[src/rtl/voltage_bcd_converter.sv]
// voltage_bcd_converter
//   Converts a 12-bit averaged ADC code to a 4-digit BCD millivolt reading.
//   A registered multiply by SCALE_NUM (divided by 4096) produces millivolts.
//   A 14-step shift-add-3 (double dabble) FSM then produces the BCD digits.
//   A one-deep pending register holds one sample that arrives mid-conversion.
//
//   Parameter:
//     SCALE_NUM  full-scale reference in mV (1..10000, keeps result <= 9999)
//   Build option:
//     VOLTAGE_ROUNDING_EN  defined -> mv = (prod + 2048) >> 12 (round half-up)
//                          undefined -> mv = prod >> 12 (truncate)
//   Ports:
//     clk        system clock, rising edge
//     reset_n    asynchronous active-low reset
//     avg_in     averaged ADC code
//     avg_valid  one-cycle strobe, avg_in is new
//     bcd_out    {thousands, hundreds, tens, ones}, held between updates
//     bcd_valid  one-cycle pulse when bcd_out updates
//     busy       high whenever the FSM is not IDLE
//     overrun    one-cycle pulse when an unconsumed pending sample is replaced

// One BCD digit's add-3 correction, applied before each left shift.
module bcd_add3_digit (
  input  logic [3:0] din,
  output logic [3:0] dout
);
  assign dout = (din >= 4'd5) ? din + 4'd3 : din;
endmodule

module voltage_bcd_converter #(
  parameter int SCALE_NUM = 5000
) (
  input  logic        clk,
  input  logic        reset_n,
  input  logic [11:0] avg_in,
  input  logic        avg_valid,
  output logic [15:0] bcd_out,
  output logic        bcd_valid,
  output logic        busy,
  output logic        overrun
);

  localparam int IN_W   = 12;
  localparam int MV_W   = 14;
  localparam int PROD_W = 26;
  localparam int NDIG   = 4;
  localparam int SR_W   = 4*NDIG + MV_W;
  localparam logic [MV_W-1:0] SCALE_K    = MV_W'(SCALE_NUM);
  localparam logic [3:0]      LAST_SHIFT = 4'(MV_W - 1);

  typedef enum logic [1:0] {IDLE, SCALE, SHIFT, DONE} state_t;

  state_t            state;
  logic [IN_W-1:0]   work;
  logic [IN_W-1:0]   pend;
  logic              pend_v;
  logic [SR_W-1:0]   sreg;
  logic [3:0]        cnt;

  // Scale: 12x14 unsigned multiply, then divide by 4096.
  logic [PROD_W-1:0] prod;
  logic [MV_W-1:0]   mv;

  assign prod = PROD_W'(work) * PROD_W'(SCALE_K);

`ifdef VOLTAGE_ROUNDING_EN
  logic [PROD_W:0] prod_r;
  assign prod_r = {1'b0, prod} + (PROD_W+1)'(2048);
  assign mv     = MV_W'(prod_r >> 12);
`else
  assign mv     = MV_W'(prod >> 12);
`endif

  // Double-dabble step: correct each BCD digit, then shift the whole
  // register left by one. The binary part sits in the low MV_W bits.
  logic [NDIG-1:0][3:0] dig_adj;
  logic [SR_W-1:0]      sreg_adj;
  logic [SR_W-1:0]      sreg_nx;

  for (genvar g = 0; g < NDIG; g++) begin : g_dig
    bcd_add3_digit u_dig (
      .din  (sreg[MV_W + 4*g +: 4]),
      .dout (dig_adj[g])
    );
  end

  assign sreg_adj = {dig_adj, sreg[MV_W-1:0]};
  assign sreg_nx  = sreg_adj << 1;

  assign busy = (state != IDLE);

  always_ff @(posedge clk or negedge reset_n) begin
    if (!reset_n) begin
      state     <= IDLE;
      work      <= '0;
      pend      <= '0;
      pend_v    <= 1'b0;
      sreg      <= '0;
      cnt       <= '0;
      bcd_out   <= '0;
      bcd_valid <= 1'b0;
      overrun   <= 1'b0;
    end else begin
      bcd_valid <= 1'b0;
      overrun   <= 1'b0;

      case (state)
        IDLE: begin
          if (avg_valid) begin
            work  <= avg_in;
            state <= SCALE;
          end
        end

        SCALE: begin
          sreg  <= {{(4*NDIG){1'b0}}, mv};
          cnt   <= '0;
          state <= SHIFT;
        end

        SHIFT: begin
          sreg <= sreg_nx;
          cnt  <= cnt + 4'd1;
          if (cnt == LAST_SHIFT) begin
            bcd_out   <= sreg_nx[SR_W-1 -: 4*NDIG];
            bcd_valid <= 1'b1;
            state     <= DONE;
          end
        end

        DONE: begin
          if (pend_v) begin
            // A strobe landing here while pending is full supersedes the
            // pending sample: the newest value is converted next.
            pend_v <= 1'b0;
            state  <= SCALE;
            if (avg_valid) begin
              work    <= avg_in;
              overrun <= 1'b1;
            end else begin
              work <= pend;
            end
          end else if (avg_valid) begin
            work  <= avg_in;
            state <= SCALE;
          end else begin
            state <= IDLE;
          end
        end

        default: state <= IDLE;
      endcase

      // Mid-conversion strobes park in pending; overwriting a full
      // pending slot is reported one cycle later.
      if (avg_valid && (state == SCALE || state == SHIFT)) begin
        pend    <= avg_in;
        pend_v  <= 1'b1;
        overrun <= pend_v;
      end
    end
  end

  // SCALE_NUM <= 10000 guarantees a four-digit result.
  a_mv_range: assert property (@(posedge clk) disable iff (!reset_n)
    (state == SCALE) |-> (mv <= 14'd9999));

endmodule

[config.mk]
export PLATFORM = sky130hd
export DESIGN_NAME = voltage_bcd_converter
export DESIGN_NICKNAME = d
export VERILOG_FILES = /design/src/rtl/voltage_bcd_converter.sv
export SDC_FILE = /design/constraint.sdc
export NUM_CORES = 1
export LEC_CHECK = 0
export ABC_AREA = 0
export CORE_AREA = 2 2 103 105
export DETAILED_ROUTE_END_ITERATION = 7
export DIE_AREA = 0 0 105 107
export GPL_TIMING_DRIVEN = 0
export HOLD_SLACK_MARGIN = 0.05
export PLACE_DENSITY = 0.71
export SYNTH_ARGS = -nofsm -noshare
export SYNTH_HDL_FRONTEND = slang
export SYNTH_SLANG_ARGS = --single-unit
[constraint.sdc]
create_clock -name clk -period 5.5 [get_ports clk]
set_input_delay 0.55 -clock clk [delete_from_list [all_inputs] [get_ports clk]]
set_output_delay 0.55 -clock clk [all_outputs]
set_load 0.01 [all_outputs]
---- Yosys cells after proc, flatten, opt, wreduce, memory -nomap -nowiden ----
Cells that the tools add are included.
storage, ports and cells
  flip-flop bits (word level) ............. 79
  input port bits ......................... 15
  output and inout port bits .............. 19
  word-level logic and storage cells ...... 57
operators by class
  add/sub/neg operators ................... 5
  multiply operators ...................... 1
  magnitude comparators ................... 4
  equal/unequal tests ..................... 6
  muxes and demuxes ....................... 23
  reductions and logical operators ........ 9
operators with widths
  cell                                                 number
  one-hot mux 30 bit (2 select lines)                  1
  two-way mux 12 bit                                   3
  one-hot mux 12 bit (2 select lines)                  1
  multiplier 12 x 10 -> 22 bit, second input constant  1
  >= comparator 4 x 3 -> 1 bit, second input constant  4
  adder 4 x 2 -> 4 bit, second input constant          3
  two-way mux 4 bit                                    3
  two-way mux 1 bit                                    10
  one-hot mux 2 bit (4 select lines)                   1
  one-hot mux 4 bit (2 select lines)                   1
  nonzero test 2 bit                                   4
  adder 4 x 1 -> 4 bit, second input constant          1
  equality test 2 bit, second input constant           2
  equality test 4 bit, second input constant           1
  two-way mux 2 bit                                    2
  inequality test 2 bit, second input constant         2
  AND reduction 2 bit                                  2
  adder 3 x 2 -> 3 bit, second input constant          1
  two-way mux 3 bit                                    1
  equality test 2 x 1 -> 1 bit, second input constant  1
  zero test 2 bit                                      1
  logical AND 1 bit                                    1
  logical OR 1 bit                                     1

---- Depth between registers and ports, before layout ----
Gate-level depths: netlist (run 1).
  depth after elaboration ................. 4
  depth in mapped cells ................... 18

---- Cells and area by module ----
A second synthesis (run 1) with hierarchy kept.
unflattened totals
  cells, all modules ...................... 606
  area total of the unflattened synthesis .. 5,570.3 um^2
modules (own cells, without submodules)
  module                 times used  cells an instance  area each (um^2)  sequential area each (um^2)
  voltage_bcd_converter  1           542                5,165.0           1,976.9
  bcd_add3_digit         4           16                 101.3             0.0

---- Worst setup path before layout (run 1) ----
No wires, ideal clock.
  path kind ............................... reg-to-reg
  start point ............................. register work[4]
  end point ............................... register sreg[5]
  arrival ................................. 4.151 ns
  required time ........................... 5.374 ns
  setup slack ............................. 1.223 ns
  cell stages (with the launch flop) ...... 19
  buffers on the path ..................... 0
  period minus slack after synthesis ...... 4.277 ns
  cell sequence ........................... dfrtp_1 > inv_1 > fa_1 > inv_1 > ha_1 > inv_1 > fa_1 > inv_1 > ha_1 > inv_1 > fa_1 > inv_1 > ha_1 > nand2_1 > or2_2 > o311a_1 > o21a_1 > mux2i_1 > a221o_1
between the ends
  longest elaborated chain between the ends .. 2
ends and longest elaborated chain
  what                                 line  text
  start: declaration                   54    logic [IN_W-1:0] work;
  start signal: assignment             110   work <= avg_in;
  start signal: assignment             138   work <= avg_in;
  start signal: assignment             141   work <= pend;
  multiplier 12 x 10 -> 22 bit         64    assign prod = PROD_W'(work) * PROD_W'(SCALE_K);
  one-hot mux 30 bit (2 select lines)  107   case (state)
  end signal: assignment               116   sreg <= {{(4*NDIG){1'b0}}, mv};
  end signal: assignment               122   sreg <= sreg_nx;
  end: declaration                     57    logic [SR_W-1:0] sreg;
No other way between the ends.
A chain may end at the register's enable or synchronous reset.

---- Worst setup path in the final report (run 1) ----
  start point ............................. register work[4]
  end point ............................... register sreg[11]
Same word-level chain as after synthesis.

==> run metrics, run 1 <==
outcome complete, no violations; Avg Cell Area, Syn 9.81 µm²; total area of multi-input combinational cells 3080 µm²; via count 4026; EDFF count, synth 0; setup repair after global routing missed its margin no; share of flip-flops with an asynchronous set or reset 1.00; number of buffers added for setup after CTS 0; CP Class register to register; Synth top cells by count 93 x sky130_fd_sc_hd__inv_1, 79 x sky130_fd_sc_hd__dfrtp_1, 70 x sky130_fd_sc_hd__ha_1; Final Critical Period 4.63 ns; post-layout util 0.614; width of the die 105 µm; global-route total usage across every layer 0.214; cts repair resizes 0; reported max-cap violation count 0; post-synthesis cell type with the largest combined area sky130_fd_sc_hd__dfrtp_1; Detail Route Antenna Nets 0; DRC violation count after routing 0; CTS max path bufs 2; net count after synthesis approximately 670; top cells by area, synth sky130_fd_sc_hd__dfrtp_1 36%, sky130_fd_sc_hd__ha_1 16%, sky130_fd_sc_hd__fa_1 8.0%, sky130_fd_sc_hd__inv_1 6.4%, sky130_fd_sc_hd__o21ai_0 4.1%; fraction of layout cells with a size suffix above 1 0.0643; most used standard cell by instance count after synthesis sky130_fd_sc_hd__inv_1; Inserted Clock Buffers 9; global route total overflow 0; Core Footprint ~10000 µm²; worst min path class primary input to asynchronous set/reset pin; library cells used by synthesis just over 50; Initial Util 0.543; routing usage on met3 0.0371; I/O pins 34; count of inserted antenna diode cells 0; growth of design area from synthesis to finish 13.2%; count of mapped cells out of synthesis 558; final-layout setup total negative slack 0 ns; maximum level of the CTS H-tree 3; share of the yosys chip area belonging to registers 0.361; antenna violations before repair 0; arrival time worst endpoint around 5 ns; wire length after detailed routing 11000 µm; clock sink total 79; sequential standard cell area approximately 2000 µm²; number of nets in the layout 709; predominant post-synthesis flop cell sky130_fd_sc_hd__dfrtp_1; number of synthesized register bits between 70 and 80; worst slew margin relative to its limit 0.573; Ys Warns 0; die area 11200 µm²; GR Util met2 0.359; # port buffers 32; first-pass GRT wire length roughly 19000 µm; top fanout value on the critical path 5; quantity of hold-fixing buffers added after cts 0; hpwl dp 8580 µm; routed via count divided by cell count approximately 5.4; height of the die 107 µm; final RePlAce weighted congestion about 0.88; drt initial violations about 210; total of fill cells in the finished design 881; maximum number of pins on one net before global-route repair 51; share of the synthesized area in the top cell type 0.361; required time of the critical path about 5.8 ns; Clock Latency Late Sink ~0.36 ns; via count of the first global-routing pass 3989; final hold vios 0; Setup violations, final 0; worst-margin pin slew 0.640 ns; fraction of met1 tracks used by global routing 0.284; pins over their slew limit 0; drt wl/cell 14.8 µm; routing layer with the top usage in global route met2; maximum clock frequency 0.216 GHz; Critical Path Source Type register; clock transition at the registers of the reported paths approximately 0.09 ns; TritonCTS clock tree built; Std-Cell Rows 37; clk root buf sky130_fd_sc_hd__clkbuf_8; detailed-routing iteration count for the pre-antenna-repair pass 4; share of the clock period used by the worst path 0.842; synthesized cell area 5480 µm²; largest clock skew in the final design 0.0105 ns; Worst setup EP type register
## stage by stage
stage | std cells | area, µm² | hold slack (ns) | setup WS [ns]
after global routing | 743 | 6200 | 0.126 | 0.605
after detailed placement | 727 | 5990 | 0.469 | 0.849
after floorplan | 558 | 5480 | 0.254 | 1.22
final | 743 | 6200 | 0.109 | 0.871
after CTS | 743 | 6200 | 0.115 | 0.845
after global placement | 726 | 5970 | 0.461 | 0.941
## worst max-delay path: stages, from the launching register on
cell	delay, ns
sky130_fd_sc_hd__dfrtp_1	0.45
sky130_fd_sc_hd__inv_1	0.16
sky130_fd_sc_hd__fa_1	0.56
sky130_fd_sc_hd__inv_1	0.04
sky130_fd_sc_hd__ha_1	0.26
sky130_fd_sc_hd__inv_1	0.05
sky130_fd_sc_hd__fa_1	0.52
sky130_fd_sc_hd__inv_1	0.04
sky130_fd_sc_hd__ha_1	0.26
sky130_fd_sc_hd__inv_1	0.05
sky130_fd_sc_hd__fa_1	0.50
sky130_fd_sc_hd__inv_1	0.04
sky130_fd_sc_hd__ha_1	0.35
sky130_fd_sc_hd__a21oi_1	0.09
sky130_fd_sc_hd__nor3b_1	0.20
sky130_fd_sc_hd__o221ai_1	0.24
sky130_fd_sc_hd__a31oi_2	0.30
sky130_fd_sc_hd__mux2i_1	0.12
sky130_fd_sc_hd__a221o_1	0.27
## area by class of cell
type	instances	share of cell area
Clock buffer	12	0.0250
Buffer	19	0.0115
Timing Repair Buffer	33	0.0557
Clock inverter	4	0.00868
Inverter	93	0.0563
Sequential cell	79	0.319
Multi-Input combinational cell	367	0.496
Tap cell	136	0.0274
## cell families after synthesis
logic type               after synthesis  share of synthesized area
AO/OA/AOI/OAI                        125                      0.145
buffers and inverters                112                     0.0768
AND/OR/NAND/NOR                      104                     0.0916
adder cells (fa/ha/maj)               92                      0.240
flip-flops                            79                      0.361
multiplexers                          36                     0.0695
XOR/XNOR                              10                     0.0160
## state kept, by name (all words and copies together) (netlist names)
register   count
bcd_out       16
bcd_valid      1
cnt            4
overrun        1
pend          12
pend_v         1
sreg          30
state          2
work          12
## cells in the final DEF (no fill, tap or decap), drive strengths merged, types with 22 or more instances in the layout
cell,count
inv,93
dfrtp,79
ha,70
o21ai,45
a21oi,34
clkdlybuf4s50,31
nand2,30
clkbuf,28
nor2,27
fa,22
## final timing paths
check | start | end | slack, ns | depth (start not counted)
setup / recovery | work[4] | sreg[11] | 0.87 | 18
min in group clk | bcd_out[12] | bcd_out[12] | 0.48 | 2
max in group asynchronous | reset_n | work[3] | 4.80 | 2
setup reg to reg | work[4] | sreg[11] | 0.87 | 18
hold reg to reg | bcd_out[12] | bcd_out[12] | 0.48 | 2
hold / removal | reset_n | sreg[22] | 0.11 | 1
## metal layers
metal,vias up,share of wire
met3,15,0.039
met2,82,0.48
met5,-,0
li1,1997,-
met1,1932,0.46
met4,0,0.022
Power of run 1 is left out: the tool's default activity adds up to more than one toggle a clock period on the data nets, which glitch-free logic cannot reach.
==> run 2, diff against run 1 <==
Settings changed: PLACE_DENSITY 0.71 to 0.74.
Clock period 5.5 ns to 4.2 ns, I/O delays scaled along.
==> run metrics, run 2 (synthesis results as in run 1) <==
leading cell types in the layout, fill and taps excluded 82 x sky130_fd_sc_hd__inv_1, 75 x sky130_fd_sc_hd__dfrtp_1, 61 x sky130_fd_sc_hd__ha_1; height of the die 107 µm; count of inserted antenna diode cells 0; clock transition at the registers of the reported paths 0.09 ns; final RePlAce weighted congestion 0.861; reported max-cap violation count 0; via count of the first global-routing pass roughly 4000; Clock Latency Late Sink 0.35 ns; Setup violations, final 3; drt initial violations around 270; clk root buf sky130_fd_sc_hd__clkbuf_8; Final Critical Period approximately 4.2 ns; launching instance or port of the critical path work[5]; fraction of layout cells with a size suffix above 1 0.143; total of fill cells in the finished design between 800 and 900; antenna violations before repair 0; Reg2Reg Capture Point sreg[6]; most common cell after layout, fill and taps aside sky130_fd_sc_hd__inv_1; total area of multi-input combinational cells 3290 µm²; largest clock skew in the final design just over 0.009 ns; I/O pins 34; number of nets in the layout 724; width of the die 105 µm; Detail Route Antenna Nets 0; Worst setup EP type register; clock sink total 79; worst slew margin relative to its limit 0.543; top fanout value on the critical path 5; CTS max path bufs 2; required time of the critical path 4.47 ns; Std-Cell Rows 37; global-route total usage across every layer 0.206; die area 11200 µm²; outcome complete, but fails checks; wire length after detailed routing around 11000 µm; Largest register FFs 30; PnR worst setup slack -0.0159 ns; DRC violation count after routing 0; R2R depth 19; arrival time worst endpoint 4.49 ns; final hold vios 0; maximum clock frequency 0.237 GHz; Inserted Clock Buffers 9; pins over their slew limit 0; Initial Util 0.543; non-filler cells in the finished layout 758; via count 4093; worst-margin pin slew between 0.6 and 0.7 ns; Cells after DPL 727; share of the clock period used by the worst path 1.00; Top reg by flops sreg; worst min path class primary input to asynchronous set/reset pin; growth of design area from synthesis to finish 18.9%; final-layout setup total negative slack -0.0337 ns; global route total overflow 0; maximum number of pins on one net before global-route repair between 60 and 70; TritonCTS clock tree built; Core Footprint 10100 µm²; routed via count divided by cell count 5.40; largest registers ranked by flip-flop count sreg x30, bcd_out x16; detailed-routing iteration count for the pre-antenna-repair pass 4; hpwl dp 8280 µm; post-layout util 0.645; maximum level of the CTS H-tree 3; CP Class register to register; reg-to-reg slack, setup -0.02 ns; launch instance of the worst register-to-register path work[5]; setup repair after global routing missed its margin yes; first-pass GRT wire length 18700 µm; # port buffers 32; Critical Path Source Type register; sequential standard cell area 1980 µm²; drt wl/cell 14.8 µm; violated checks negative setup slack
==> run 2: what timing repair did <==
action | in CTS | in global routing
hold endpoints to repair | 16 | 0
hold buffers | 1 | 0
endpoints found under the setup margin | 10 | 10
gates resized for setup | 23 | 25
pin swaps | 11 | 12
setup buffers | 11 | 3
==> run 2: metrics by stage <==
step                      setup WS (ns)  cell area, µm²  hold slack (ns)
after floorplan                  0.0109            5490            0.124
after global placement           -0.301            5980            0.462
after detailed placement         -0.354            6000            0.302
after CTS                       -0.0121            6350            0.449
after global routing             -0.181            6510            0.455
final                           -0.0159            6510            0.461
==> run 2: worst max-delay path by stage <==
stage	to
2_1_floorplan	sreg[5]
3_3_place_gp	sreg[11]
3_5_place_dp	sreg[11]
4_1_cts	sreg[4]
5_1_grt	sreg[11]
6_report	sreg[6]
==> run 2: critical path: stages (launching register included) <==
cell and delay [ns]:
sky130_fd_sc_hd__dfrtp_1 0.38, sky130_fd_sc_hd__inv_2 0.08, sky130_fd_sc_hd__fa_1 0.56, sky130_fd_sc_hd__inv_2 0.05, sky130_fd_sc_hd__ha_4 0.25, sky130_fd_sc_hd__inv_2 0.03
sky130_fd_sc_hd__fa_1 0.51, sky130_fd_sc_hd__inv_2 0.05, sky130_fd_sc_hd__ha_4 0.25, sky130_fd_sc_hd__inv_2 0.03, sky130_fd_sc_hd__fa_1 0.50, sky130_fd_sc_hd__inv_2 0.05
sky130_fd_sc_hd__ha_4 0.31, sky130_fd_sc_hd__nand3_2 0.12, sky130_fd_sc_hd__buf_4 0.15, sky130_fd_sc_hd__buf_4 0.12, sky130_fd_sc_hd__o31ai_1 0.25, sky130_fd_sc_hd__a211oi_1 0.14
sky130_fd_sc_hd__xor2_1 0.15, sky130_fd_sc_hd__o21ai_0 0.15
==> run 2: metal layers <==
layer / track usage / share of wire / vias to the layer above
li1: - / - / 2032
met1: 0.250 / 0.44 / 1967
met2: 0.372 / 0.51 / 78
met3: 0.0334 / 0.030 / 16
met4: 0.0743 / 0.019 / 0
met5: 0 / 0 / -
==> run 2: cell type report <==
class	count	area share
multi-input cells	367	0.505
flip-flops and latches	79	0.304
repair buffers	48	0.0719
inverters	93	0.0540
well taps	136	0.0261
clock buffers	9	0.0190
plain buffers	19	0.0110
clock inverters	7	0.00846
Power of run 2 is left out for the same reason.
